## src/rtl/button_conditioner.sv

```systemverilog
// button_conditioner: synchronizes, debounces and edge-detects one active-low
// push-button so downstream logic sees one clean event per physical press.
// Outputs a registered debounced level plus one-cycle press/release strobes.
// Optional feature macro: AUTO_REPEAT_EN adds hold-to-repeat press strobes
// (REPEATING state and repeat counter); without it the REPEAT_* parameters
// are accepted but have no effect. The port list is the same in both builds.
`timescale 1ns/1ps

module button_conditioner #(
  parameter int DEBOUNCE_CYCLES = 500000,
  parameter int REPEAT_DELAY    = 25000000,
  parameter int REPEAT_PERIOD   = 10000000
) (
  input  logic clock,
  input  logic reset,
  input  logic buttonRaw,
  output logic buttonLevel,
  output logic pressPulse,
  output logic releasePulse
);

  localparam int DB_W = $clog2(DEBOUNCE_CYCLES);
  localparam logic [DB_W-1:0] DB_LAST = DB_W'(DEBOUNCE_CYCLES - 1);

  // Parameter values below 2 break the counter widths and terminal counts.
  if (DEBOUNCE_CYCLES < 2 || REPEAT_DELAY < 2 || REPEAT_PERIOD < 2) begin : g_param_check
    $error("button_conditioner: DEBOUNCE_CYCLES, REPEAT_DELAY and REPEAT_PERIOD must be >= 2");
  end

`ifdef AUTO_REPEAT_EN
  typedef enum logic [1:0] {
    RELEASED  = 2'd0,
    PRESSED   = 2'd1,
    REPEATING = 2'd2
  } state_t;

  localparam int RP_MAX = (REPEAT_DELAY > REPEAT_PERIOD) ? REPEAT_DELAY : REPEAT_PERIOD;
  localparam int RP_W   = $clog2(RP_MAX);
  localparam logic [RP_W-1:0] DELAY_LAST  = RP_W'(REPEAT_DELAY - 1);
  localparam logic [RP_W-1:0] PERIOD_LAST = RP_W'(REPEAT_PERIOD - 1);

  logic [RP_W-1:0] repeat_count;
  logic [RP_W-1:0] repeat_next;
`else
  typedef enum logic {
    RELEASED = 1'b0,
    PRESSED  = 1'b1
  } state_t;
`endif

  logic            sync1;
  logic            sync2;
  logic [DB_W-1:0] debounce_count;
  logic            mismatch;
  logic            accept;
  logic            accept_fall;
  logic            accept_rise;
  state_t          state;
  state_t          next_state;
  logic            press_next;
  logic            release_next;

  // Two-flop synchronizer bringing the asynchronous pin into the clock domain.
  always_ff @(posedge clock) begin
    if (reset) begin
      sync1 <= 1'b1;
      sync2 <= 1'b1;
    end else begin
      sync1 <= buttonRaw;
      sync2 <= sync1;
    end
  end

  assign mismatch    = (sync2 != buttonLevel);
  assign accept      = mismatch && (debounce_count == DB_LAST);
  assign accept_fall = accept && !sync2;
  assign accept_rise = accept && sync2;

  // Debounce: count consecutive mismatch cycles and adopt the new level only
  // after DEBOUNCE_CYCLES of them; any agreement in between restarts the run.
  always_ff @(posedge clock) begin
    if (reset) begin
      debounce_count <= '0;
      buttonLevel    <= 1'b1;
    end else if (!mismatch) begin
      debounce_count <= '0;
    end else if (accept) begin
      debounce_count <= '0;
      buttonLevel    <= sync2;
    end else begin
      debounce_count <= debounce_count + 1'b1;
    end
  end

  // Next-state and strobe decode; a release always beats a repeat due the same cycle.
  always_comb begin
    next_state   = state;
    press_next   = 1'b0;
    release_next = 1'b0;
`ifdef AUTO_REPEAT_EN
    repeat_next  = '0;
`endif
    case (state)
      RELEASED: begin
        if (accept_fall) begin
          next_state = PRESSED;
          press_next = 1'b1;
        end
      end
      PRESSED: begin
        if (accept_rise) begin
          next_state   = RELEASED;
          release_next = 1'b1;
`ifdef AUTO_REPEAT_EN
        end else if (repeat_count == DELAY_LAST) begin
          next_state = REPEATING;
          press_next = 1'b1;
        end else begin
          repeat_next = repeat_count + 1'b1;
`endif
        end
      end
`ifdef AUTO_REPEAT_EN
      REPEATING: begin
        if (accept_rise) begin
          next_state   = RELEASED;
          release_next = 1'b1;
        end else if (repeat_count == PERIOD_LAST) begin
          press_next = 1'b1;
        end else begin
          repeat_next = repeat_count + 1'b1;
        end
      end
`endif
      default: begin
        next_state = RELEASED;
      end
    endcase
  end

  // State, repeat counter and registered strobes, aligned with the new buttonLevel.
  always_ff @(posedge clock) begin
    if (reset) begin
      state        <= RELEASED;
      pressPulse   <= 1'b0;
      releasePulse <= 1'b0;
`ifdef AUTO_REPEAT_EN
      repeat_count <= '0;
`endif
    end else begin
      state        <= next_state;
      pressPulse   <= press_next;
      releasePulse <= release_next;
`ifdef AUTO_REPEAT_EN
      repeat_count <= repeat_next;
`endif
    end
  end

endmodule
```

## config.mk

```make
export PLATFORM = sky130hd
export DESIGN_NAME = button_conditioner
export DESIGN_NICKNAME = d
export VERILOG_FILES = /design/src/rtl/button_conditioner.sv
export SDC_FILE = /design/constraint.sdc
export NUM_CORES = 1
export LEC_CHECK = 0
export ABC_AREA = 1
export BUFFER_PORTS_ARGS = -buffer_cell sky130_fd_sc_hd__buf_2
export CAP_MARGIN = 20
export CORE_MARGIN = 8
export CORE_UTILIZATION = 48
export DETAILED_ROUTE_END_ITERATION = 8
export HOLD_SLACK_MARGIN = 0.05
export PLACE_DENSITY = 0.65
export SYNTH_ARGS = -nofsm -noshare
export SYNTH_HDL_FRONTEND = slang
export SYNTH_SLANG_ARGS = --single-unit
export TNS_END_PERCENT = 30
```

## constraint.sdc

```tcl
create_clock -name clock -period 2.1 [get_ports clock]
set_clock_uncertainty 0.2 [all_clocks]
set_input_delay 0.315 -clock clock [delete_from_list [all_inputs] [get_ports clock]]
set_output_delay 0.315 -clock clock [all_outputs]
set_load 0.05 [all_outputs]
```

* After elaboration in Yosys (flattened, before gate mapping)
Cells that the tools add are included.
** Word-level totals
- Input port bits :: 3
- Flip-flop bits (word level) :: 25
** Cells by class
- Reductions and logical operators :: 8
- Equality and inequality tests :: 2
- Add/subtract/negate cells :: 1
- Multiplexer cells :: 4
- Bitwise operators :: 2
** Operators by type and width (number)
- adder 19 x 1 -> 19 bit (second input constant) :: 1
- equality test 19 bit (second input constant) :: 1
- OR reduction 2 bit :: 2
- logical AND 1 bit :: 3
- 2-to-1 mux 1 bit :: 3
- OR reduction 3 bit :: 1
- inverter 1 bit :: 2
- case mux 1 bit (2 select lines) :: 1
- AND reduction 2 bit :: 1
- logical NOT 1 bit :: 1
- inequality test 1 bit :: 1

* Logic depth before layout (Yosys ltp)
Gate-level depths: netlist of the first run.
- Depth in word-level cells :: 5
- Mapped depth :: 8

* Worst setup path before layout of the first run
OpenSTA, ideal clock, no wires.
- Path kind :: flip-flop to flip-flop
- Start point :: register buttonLevel
- End point :: register debounce_count[12]
- Arrival :: 1382 ps
- Setup slack :: 404 ps
- Library setup time :: 115 ps
- Data required time :: 1785 ps
- Clock period less this slack :: 1696 ps
- Cell stages (with the launch flop) :: 9
- Path through :: dfxtp_1 > inv_1 > nand2_1 > nand2_1 > nor2_4 > nand3_4 > nand2_4 > buf_12 > nor2_2
** Between the ends
- Word-level cells in the longest chain between the ends :: 3
- Elaborated cells on any way between the ends :: 4
- Classes of those cells :: 1 x eq/ne; 1 x bitwise; 2 x reduce/logical
** Ends and longest elaborated chain
- start, declared :: RTL line 17 : output logic buttonLevel,
- start signal, assigned :: RTL line 89 : buttonLevel <= sync2;
- inequality test 1 bit (*) :: RTL line 74 : assign mismatch = (sync2 != buttonLevel);
- logical AND 1 bit / inverter 1 bit (equally long branches)
- OR reduction 3 bit (no source line) (*)
- end signal, assigned :: RTL line 91 : debounce_count <= debounce_count + 1'b1;
- end, declared :: RTL line 53 : logic [DB_W-1:0] debounce_count;
Every way passes the cells marked *; elsewhere a longest branch is shown, timed or not.
A chain may end at the register's enable or synchronous reset.

* Final worst setup path of the first run
- Start point :: input port reset
- End point :: register sync1
** RTL lines
- start, declared :: RTL line 15 : input logic reset,
- end signal, assigned :: RTL line 69 : sync1 <= buttonRaw;
- end, declared :: RTL line 51 : logic sync1;
No word-level cell between the ends.

==> results.md, run 1 <==
- Slowest stage cell, crit path: dlygate4sd3_1
- Commonest non-fill, non-tap cell in the layout: nand2_1
- Worst VDD drop: 0.000312 V
- Via Count: roughly 1000
- Area post-placement: 1260 um2
- DP HPWL: 1.75 mm
- Post-DRT Antenna Nets: 0
- Met2 Resource Use GR: 19.2%
- Placed instance count: 201
- Cell Area, Synth: between 1000 and 1500 um2
- Max-cap violation count: 0
- GR Layer Usage met3: 2.20%
- CTS buffer count: 3
- Root buf cell: clkbuf_4
- Synth Register Bits: 25
- Worst path bufs/invs: 3
- Period utilization: between 80% and 90%
- Outcome: finished, final reports clean
- Dpl ws: around 0.33 ns
- Setup TNS: 0 ns
- Worst hold margin: about 0.24 ns
- Tightest Pin Transition: 0.282 ns
- Setup Fix Bufs, Post-CTS: 0
- Library cells used by synthesis: 21
- Largest net degree at the start of global routing: 20
- Core Area: 2430 um2
- M1 GR Usage: 13.9%
- Post-route minimum period: 1.79 ns
- Clock transition at path regs: around 0.15 ns
- Rows: 18
- Initial antenna violation count: 0
- DIE HEIGHT: roughly 66 um
- DR WL/cell: 10.8 um
- Critical Path Max Stage Delay: ~0.55 ns
- Total routed wirelength: 2.25 mm
- CP Max Fanout: 4
- Yosys warnings: 0
- Most frequent cells in the layout: 39 x nand2_1, 26 x nor2_1, 25 x dfxtp_1
- Post-CTS resize count: 0
- Sequential share of the synthesized area: 41.0%
- First-pass GRT wire length: approximately 4.1 mm
- Final hold viol count: 0
- GRT busiest layer: met2
- Vias in the first global route: between 900 and 1000
- Top Family by Delay on Critical Path: buffers and inverters
- Fin area: about 1300 um2
- Post-route insts no fill: 208
- CTS Sinks: 25
- Final setup violation count: 0
- Fmax: 559 MHz
- Via/cell ratio: 4.88
- Worst slew margin: roughly four fifths
- Die area: ~4400 um2
- CP Cell Sequence: dlygate4sd3_1 > buf_2 > or2_2 > dlygate4sd3_1
- Layout Area Growth over Synthesis: 8.41%
- Crit path DAT: 1.82 ns
- Clock latency on the worst-skew pair: 0.32 ns
- CTS HTree Levels: 1
- DR pass1 iterations: 4
- Pwr Density: 539 nW/um2
- Static leakage: a little over 0.4 nW
- CTS tree: yes
- Final Max Slew Viols: 0
- Kind of critical path: primary input to flop
- Share of layout cells above drive strength 1: around 17%
- Worst min-delay path class: flop to flop
- RSZ-0062 raised after global routing: false
- Final weighted congestion in routability-driven placement: 0.854
- Worst Setup Start Kind: primary input
- Crit. End Element: flop
- Gr ovfl total: 0
- Post-Syn Instances: 167
- Initial DRC count: 57
- Initial Utilization: 50.2%
- Max Root-Sink Buffers: 2
- GR Util All Layers: 11.5%
- IO Count: 6
- Worst setup margin: roughly 0.31 ns
- Die extent in x: 66.4 um
- Worst EP required: 2.13 ns
- # diodes: 0
- Critical Path Most Common Cell: dlygate4sd3_1
- I/O Buffers: 5
- # DRC: 0
- Syn Nets: 171
- Synthesized area per cell: 7.30 um2
- Nets@finish: about 180
cell usage after synthesis:
cell type / n / area [um2]
nand2_1: 39 / 146
nor2_1: 26 / 97.6
xor2_1: 5 / 43.8
nand3_4: 1 / 17.5
xnor2_1: 2 / 17.5
nor2_4: 1 / 11.3
or2_0: 1 / 6.26
o21ai_0: 4 / 20.0
dfxtp_1: 25 / 500
nor2_2: 11 / 68.8
buf_12: 1 / 20.0
nand3_2: 2 / 20.0
a21oi_1: 9 / 45.0
or2_2: 4 / 25.0
nand4_1: 4 / 25.0
nand3_1: 10 / 50.1
ha_1: 1 / 12.5
nand2_4: 1 / 11.3
inv_1: 18 / 67.6
nand2_2: 1 / 6.26
nand3b_1: 1 / 7.51
area by class of cell:
| cell class | instances | area, um2 |
|---|---|---|
| clock buffer | 3 | 22.5 |
| clock inverter | 1 | 7.51 |
| fill | 240 | 1110 |
| inverter | 18 | 67.6 |
| multi-input combinational | 123 | 632 |
| sequential | 25 | 500 |
| tap | 30 | 37.5 |
| timing repair buffer | 8 | 55.1 |
flip-flops by register name, summed over array words and instances (netlist names), named ones only:
signal          count
releasePulse        1
sync1               1
sync2               1
debounce_count     19
buttonLevel         1
pressPulse          1
layer usage:
metal,vias up,part of all wire [%]
li1,547,-
met1,459,49
met2,7,48
met3,2,2.0
met4,0,0.76
met5,-,0
per-stage QoR:
stage | total power, mW | utilization [%]
final | 0.712 | 54.4
after global routing | 0.747 | 54.4
after CTS | 0.724 | 54.4
after detailed placement | 0.502 | 51.9
after global placement | 0.501 | 51.9
after floorplan | 0.500 | -
repair_timing:
action / CTS / global route
hold endpoints to repair: 2 / 0
hold buffers: 3 / 0
endpoints found under the setup margin: 0 / 0
power breakdown:
group / switching (mW) / total (mW) / internal, mW
combinational: 0.00918 / 0.0172 / 0.00805
clock: 0.144 / 0.217 / 0.0727
sequential: 0.00157 / 0.478 / 0.477
total: 0.155 / 0.712 / 0.557
path summary, 6_finish.rpt:
| kind | slack [ns] | cells after the start | from | end |
|---|---|---|---|---|
| hold / removal | 0.24 | 1 | sync1 | sync2 |
| setup reg to reg | 0.34 | 6 | debounce_count[0] | debounce_count[17] |
| setup / recovery | 0.31 | 4 | reset | sync1 |
| hold reg to reg | 0.24 | 1 | sync1 | sync2 |
kinds of logic (layout without fill, tap and decap cells):
kind of cell | count (synthesis) | count (layout) | synth area share [%]
AO/OA/AOI/OAI | 13 | 13 | 5.33
buffers and inverters | 19 | 30 | 7.18
flip-flops | 25 | 25 | 41.0
adder cells (fa/ha/maj) | 1 | 1 | 1.03
AND/OR/NAND/NOR | 102 | 102 | 40.4
XOR/XNOR | 7 | 7 | 5.03
Note: power is estimated with default switching activity, not from simulation.
==> inputs of run 2 (changes only) <==
--- a/config.mk
+++ b/config.mk
@@ -12,4 +12,4 @@
 export CORE_UTILIZATION = 48
+export CTS_BUF_LIST = sky130_fd_sc_hd__clkbuf_2
 export DETAILED_ROUTE_END_ITERATION = 8
-export HOLD_SLACK_MARGIN = 0.05
 export PLACE_DENSITY = 0.65
--- a/constraint.sdc
+++ b/constraint.sdc
@@ -4,2 +4,2 @@
 set_output_delay 0.315 -clock clock [all_outputs]
-set_load 0.05 [all_outputs]
+set_load 0.01 [all_outputs]
==> results.md, run 2 (synthesis results as in run 1) <==
- Post-route minimum period: 1.77 ns (-0.0217 ns)
- CTS HTree Levels: 1 (unchanged)
- Kind of critical path: flop to flop
- Placed instance count: 201 (unchanged)
- Worst min-delay path class: flop to flop
- Fin area: 1320 um2 (-0.57%)
- Post-route insts no fill: 208 (unchanged)
- Critical Path Max Stage Delay: 0.47 ns (-0.08 ns)
- Max Root-Sink Buffers: 2 (unchanged)
- Total routed wirelength: 2.25 mm (about the same)
- Max reg flops: 19 (unchanged)
- Worst hold margin: 0.257 ns (+0.0200 ns)
- Largest reg by FF count: debounce_count
- DP HPWL: 1.75 mm (unchanged)
- # diodes: 0 (unchanged)
- Area post-placement: 1260 um2 (unchanged)
- Die area: 4410 um2 (unchanged)
- Max-cap violation count: 0 (unchanged)
- Pwr Density: 522 nW/um2 (-3.1%)
- Worst VDD drop: 0.000372 V (+19%)
- Final setup violation count: 0 (unchanged)
- Initial Utilization: 50.2% (unchanged)
- Final hold viol count: 0 (unchanged)
- Register area: 500 um2 (unchanged)
- Initial antenna violation count: 0 (unchanged)
- Layout Area Growth over Synthesis: 7.79%
- First-pass GRT wire length: 4.08 mm (+0.67%)
- Worst Setup Start Kind: flop
- Most frequent cells in the layout: 39 x nand2_1, 26 x nor2_1, 25 x dfxtp_1
- Commonest non-fill, non-tap cell in the layout: nand2_1
- Via Count: 1019 (+0.39%)
- Worst slew margin: 81.2% (+0.088 points)
- Fmax: 565 MHz (+1.2%)
- Setup Fix Bufs, Post-CTS: 0 (unchanged)
- DR pass1 iterations: 4 (unchanged)
- DR WL/cell: 10.8 um (about the same)
- Multi-input combinational cell area: 632 um2 (unchanged)
- RSZ-0062 raised after global routing: false
- GR Util All Layers: 11.5% (-0.035 points)
- Slowest stage cell, crit path: dfxtp_1
- Crit. End Element: flop
- Die extent in x: 66.4 um (unchanged)
- Worst setup margin: 0.331 ns (+0.0217 ns)
- Post-DRT Antenna Nets: 0 (unchanged)
- Clock transition at path regs: 0.26 ns (+0.11 ns)
- Period utilization: 84.2% (-1.0 points)
- DIE HEIGHT: 66.4 um (unchanged)
- Initial DRC count: 50 (-12%)
- Worst EP required: 2.14 ns (about the same)
- Final weighted congestion in routability-driven placement: 0.854 (unchanged)
- Dpl ws: 0.328 ns (unchanged)
- Via/cell ratio: 4.90 (+0.39%)
- Setup TNS: 0 ns (unchanged)
- Gr ovfl total: 0 (unchanged)
- Largest net degree at the start of global routing: 20 (unchanged)
- Rows: 18 (unchanged)
- Core Area: 2430 um2 (unchanged)
- Total power: 0.687 mW (-3.6%)
- CTS Sinks: 25 (unchanged)
- Final Max Slew Viols: 0 (unchanged)
- Nets@finish: 183 (unchanged)
- CTS buffer count: 3 (unchanged)
- # DRC: 0 (unchanged)
- Outcome: finished, final reports clean
- Static leakage: 0.411 nW (-0.32%)
- CP Cell Sequence: ha_1 > nand3_2 > nor2_4 > nand3_4 > nand2_4 > a21oi_1
- I/O Buffers: 5 (unchanged)
- CP Max Fanout: 19 (+15)
- CTS tree: yes
- Share of layout cells above drive strength 1: 16.9% (unchanged)
- Root buf cell: clkbuf_2
- Util after Layout: 54.1% (-0.31 points)
- IO Count: 6 (unchanged)
- Crit path DAT: 1.81 ns (about the same)
- Clock latency on the worst-skew pair: 0.35 ns (+0.03 ns)
- # fillers: 243 (+1.3%)
- Tightest Pin Transition: 0.281 ns (-0.00132 ns)
- Vias in the first global route: 995 (unchanged)
-- run 2: cell counts in the layout (fill, tap and decap cells not counted) --
No cell type changed its count.
-- run 2: power by group --
group          internal (mW)  total (mW)  switching, mW  leakage, nW
Sequential             0.478       0.480        0.00158        0.202
Combinational        0.00805      0.0172        0.00917        0.197
Clock                 0.0442       0.189          0.145       0.0126
-- run 2: final cells by class --
cell class                 count  share of cell area, %
multi-input combinational    123                   48.0
clock inverter                 1                  0.571
timing repair buffer           8                   4.19
inverter                      18                   5.14
tap                           30                   2.85
clock buffer                   3                   1.14
sequential                    25                   38.1
-- run 2: final timing paths --
kind	start	to	slack, ns	cells past startpoint
min reg2reg	sync1	sync2	0.26	1
min	sync1	sync2	0.26	1
max reg2reg	debounce_count[0]	debounce_count[15]	0.33	6
max	debounce_count[0]	debounce_count[15]	0.33	6
-- run 2: repair_timing --
item                                   CTS  global route
hold buffers                             3             0
endpoints found under the hold margin    2             0
resized for setup                        0             0
-- run 2: layer usage --
layer  vias up  GRT usage [%]  wire [um]
met5         -              0          0
met4         0           3.73          8
met3         2           2.71         60
met2         9           19.3       1090
met1       461           13.9       1090
li1        547              -          -
-- run 2: worst max-delay path, delay by kind of cell (launching register included) --
family          cells  cell delay (ns)
flops               1             0.47
fa+ha+maj           1             0.25
simple gates        4             0.69
compound gates      1             0.07
==> inputs of run 3 (changes only) <==
ABC_AREA = 0   (was 1)
clock period = 1.75 ns   (was 2.1 ns; I/O delays follow)
==> results.md, run 3 <==
- Outcome: finished, violations left
- Failing checks: negative setup slack
- Via/cell ratio: 5.61 (+15%)
- Initial Utilization: 51.3% (+1.2 points)
- Tightest Pin Transition: 0.345 ns (+0.0642 ns)
- CTS tree: yes
- Post-route minimum period: 2.06 ns (+0.289 ns)
- Final hold viol count: 0 (unchanged)
- Final Max Slew Viols: 0 (unchanged)
- Total routed wirelength: 2.61 mm (+16%)
- IO Count: 6 (unchanged)
- Pwr Density: 590 nW/um2 (+13%)
- DP HPWL: 1.94 mm (+11%)
- Library cells used by synthesis: 33 (+57%)
- Max reg flops: 19 (unchanged)
- Util after Layout: 63.3% (+9.2 points)
- Yosys warnings: 0 (unchanged)
- Gr ovfl total: 0 (unchanged)
- GR Util All Layers: 13.3% (+1.8 points)
- Final setup violation count: 20 (+20)
- RSZ-0062 raised after global routing: true
- FF-to-FF path depth: 4 (-2)
- Worst hold margin: 0.271 ns (+0.0145 ns)
- Worst Setup Start Kind: flop
- Commonest non-fill, non-tap cell in the layout: dfxtp_1
- Core Area: 2250 um2 (-7.3%)
- Period utilization: 118% (+33 points)
- Clock latency on the worst-skew pair: 0.36 ns (about the same)
- Vias in the first global route: 1028 (+3.3%)
- Largest reg by FF count: debounce_count
- DR WL/cell: 13.8 um (+28%)
- # diodes: 0 (unchanged)
- Synthesized area per cell: 8.83 um2 (+21%)
- CP Max Fanout: 5 (-14)
- Cell accounting for the most synthesized area: dfxtp_1
- Worst path bufs/invs: 0 (unchanged)
- Crit path DAT: 2.19 ns (+0.38 ns)
- Crit. path cell count: 4 (-2)
- CTS Sinks: 25 (unchanged)
- Initial antenna violation count: 0 (unchanged)
- Post-synth top flop: dfxtp_1
- I/O Buffers: 5 (unchanged)
- Most frequent cells in the layout: 23 x dfxtp_1, 22 x buf_4, 20 x nor2_1
- Cell Area, Synth: 1160 um2 (-5.1%)
- CTS HTree Levels: 1 (unchanged)
- Rows: 17 (-1)
- Worst slew margin: 76.8% (-4.4 points)
- Most common cell in the netlist: dfxtp_1
- Share of layout cells above drive strength 1: 26.1% (+9.2 points)
- Die extent in x: 65.1 um (-2.0%)
- Ys async rst share: 0% (unchanged)
- Hold Path Stages: 1 (unchanged)
- Sequential share of the synthesized area: 43.2% (+2.2 points)
- Synth top area share: 43.2% (+2.2 points)
- # fillers: 208 (-14%)
- DIE HEIGHT: 65.1 um (-2.0%)
- Max-cap violation count: 0 (unchanged)
- Commonest cells post-synth: 25 x dfxtp_1, 20 x nor2_1, 12 x nand4_1, 10 x nand3_1, 9 x xor2_1
- Static leakage: 0.504 nW (+23%)
- Fmax: 486 MHz (-14%)
- Initial DRC count: 33 (-34%)
- First-pass GRT wire length: 4.52 mm (+11%)
- Top Family by Delay on Critical Path: simple AND/OR/NAND/NOR gates
- Largest cells by area after synthesis: dfxtp_1 43%, xor2_1 6.8%, nand4_1 6.5%
- Worst setup margin: -0.308 ns (-0.639 ns)
- Slowest stage cell, crit path: or4b_1
- DR pass1 iterations: 4 (unchanged)
- CP Cell Sequence: or4b_1 > or4_4 > or4_1 > nand3_1
- Worst VDD drop: 0.000469 V (+26%)
- Nets@finish: 166 (-9.3%)
- Post-synth EDFFs: 0 (unchanged)
- Post-DRT Antenna Nets: 0 (unchanged)
- Post-Syn Instances: 131 (-22%)
- Via Count: 1061 (+4.1%)
- Critical Path Max Stage Delay: 0.50 ns (+0.03 ns)
- CTS buffer count: 3 (unchanged)
- Max Root-Sink Buffers: 2 (unchanged)
- Crit. End Element: flop
- Worst EP required: 1.88 ns (-0.26 ns)
- Layout Area Growth over Synthesis: 23.2%
- Die area: 4240 um2 (-3.9%)
- Worst min-delay path class: flop to flop
- Kind of critical path: flop to flop
- Final weighted congestion in routability-driven placement: 0.892 (+4.5%)
- Syn Nets: 135 (-21%)
- Synth Register Bits: 25 (unchanged)
- Clock transition at path regs: 0.24 ns (-0.02 ns)
- # DRC: 0 (unchanged)
- Root buf cell: clkbuf_2
- Largest net degree at the start of global routing: 16 (-20%)
[run 3: cell count changes in the layout (fill, tap and decap cells not counted), sizes merged, moves of 4 or more]
cell	delta
nand2	-34
a21oi	-6
nand4	+8
xnor2	+4
nor2	-18
xor2	+4
inv	-15
buf	+24
[run 3: layout make-up]
type	count	area (um2)	area share [%]
clock inverters	1	7.51	0.526
repair buffers	32	243	17.0
well taps	28	35.0	2.46
clock buffers	3	15.0	1.05
flip-flops and latches	25	503	35.3
multi-input cells	97	612	42.9
inverters	3	11.3	0.789
[run 3: metrics by stage]
| step | instances | cell area, um2 | setup WS (ns) | setup TNS, ns | power [mW] |
|---|---|---|---|---|---|
| floorplan | 131 | 1160 | -0.356 | -5.96 | 0.607 |
| global placement | 182 | 1360 | -0.259 | -3.87 | 0.615 |
| detailed placement | 182 | 1360 | -0.270 | -4.14 | 0.616 |
| CTS | 189 | 1420 | -0.317 | -4.63 | 0.853 |
| global route | 189 | 1430 | -0.384 | -5.82 | 0.881 |
| finish | 189 | 1430 | -0.308 | -4.58 | 0.842 |
[run 3: worst register-to-register path, delay by kind of cell (launching register included)]
family	cells	cell delay, ns
simple gates	4	1.47
flops	1	0.36
[run 3: logic make-up (layout without fill, tap and decap cells)]
family,after synthesis,after routing,synth area share (%)
flip-flops,25,25,43.2
XOR/XNOR,15,15,11.4
AND/OR/NAND/NOR,71,71,33.6
AO/OA/AOI/OAI,10,10,6.81
buffers and inverters,9,39,3.89
adder cells (fa/ha/maj),1,1,1.08
[run 3: final timing paths]
check | slack, ns | end | startpoint
setup / recovery | -0.31 | flop | debounce_count[10]
setup reg to reg | -0.31 | flop | debounce_count[10]
hold / removal | 0.27 | sync2 | sync1
hold reg to reg | 0.27 | sync2 | sync1
[run 3: power by group]
part	internal, mW	switching (mW)	total, mW
registers	0.578	0.00600	0.584
logic	0.0153	0.0131	0.0284
clock network	0.0531	0.177	0.230
[run 3: routing by layer]
metal	vias up	wire (um)	part of all wire (%)	track usage, %
li1	530	-	-	-
met1	493	1230	47	16.2
met2	31	1200	46	21.7
met3	7	119	4.6	2.71
met4	0	60	2.3	6.54
met5	-	0	0	0
[run 3: what timing repair did]
item	4_1_cts	5_1_grt
hold buffers	3	0
endpoints found under the hold margin	4	0
setup endpoints to repair	20	21
gates resized for setup	2	2
buffers inserted	0	0
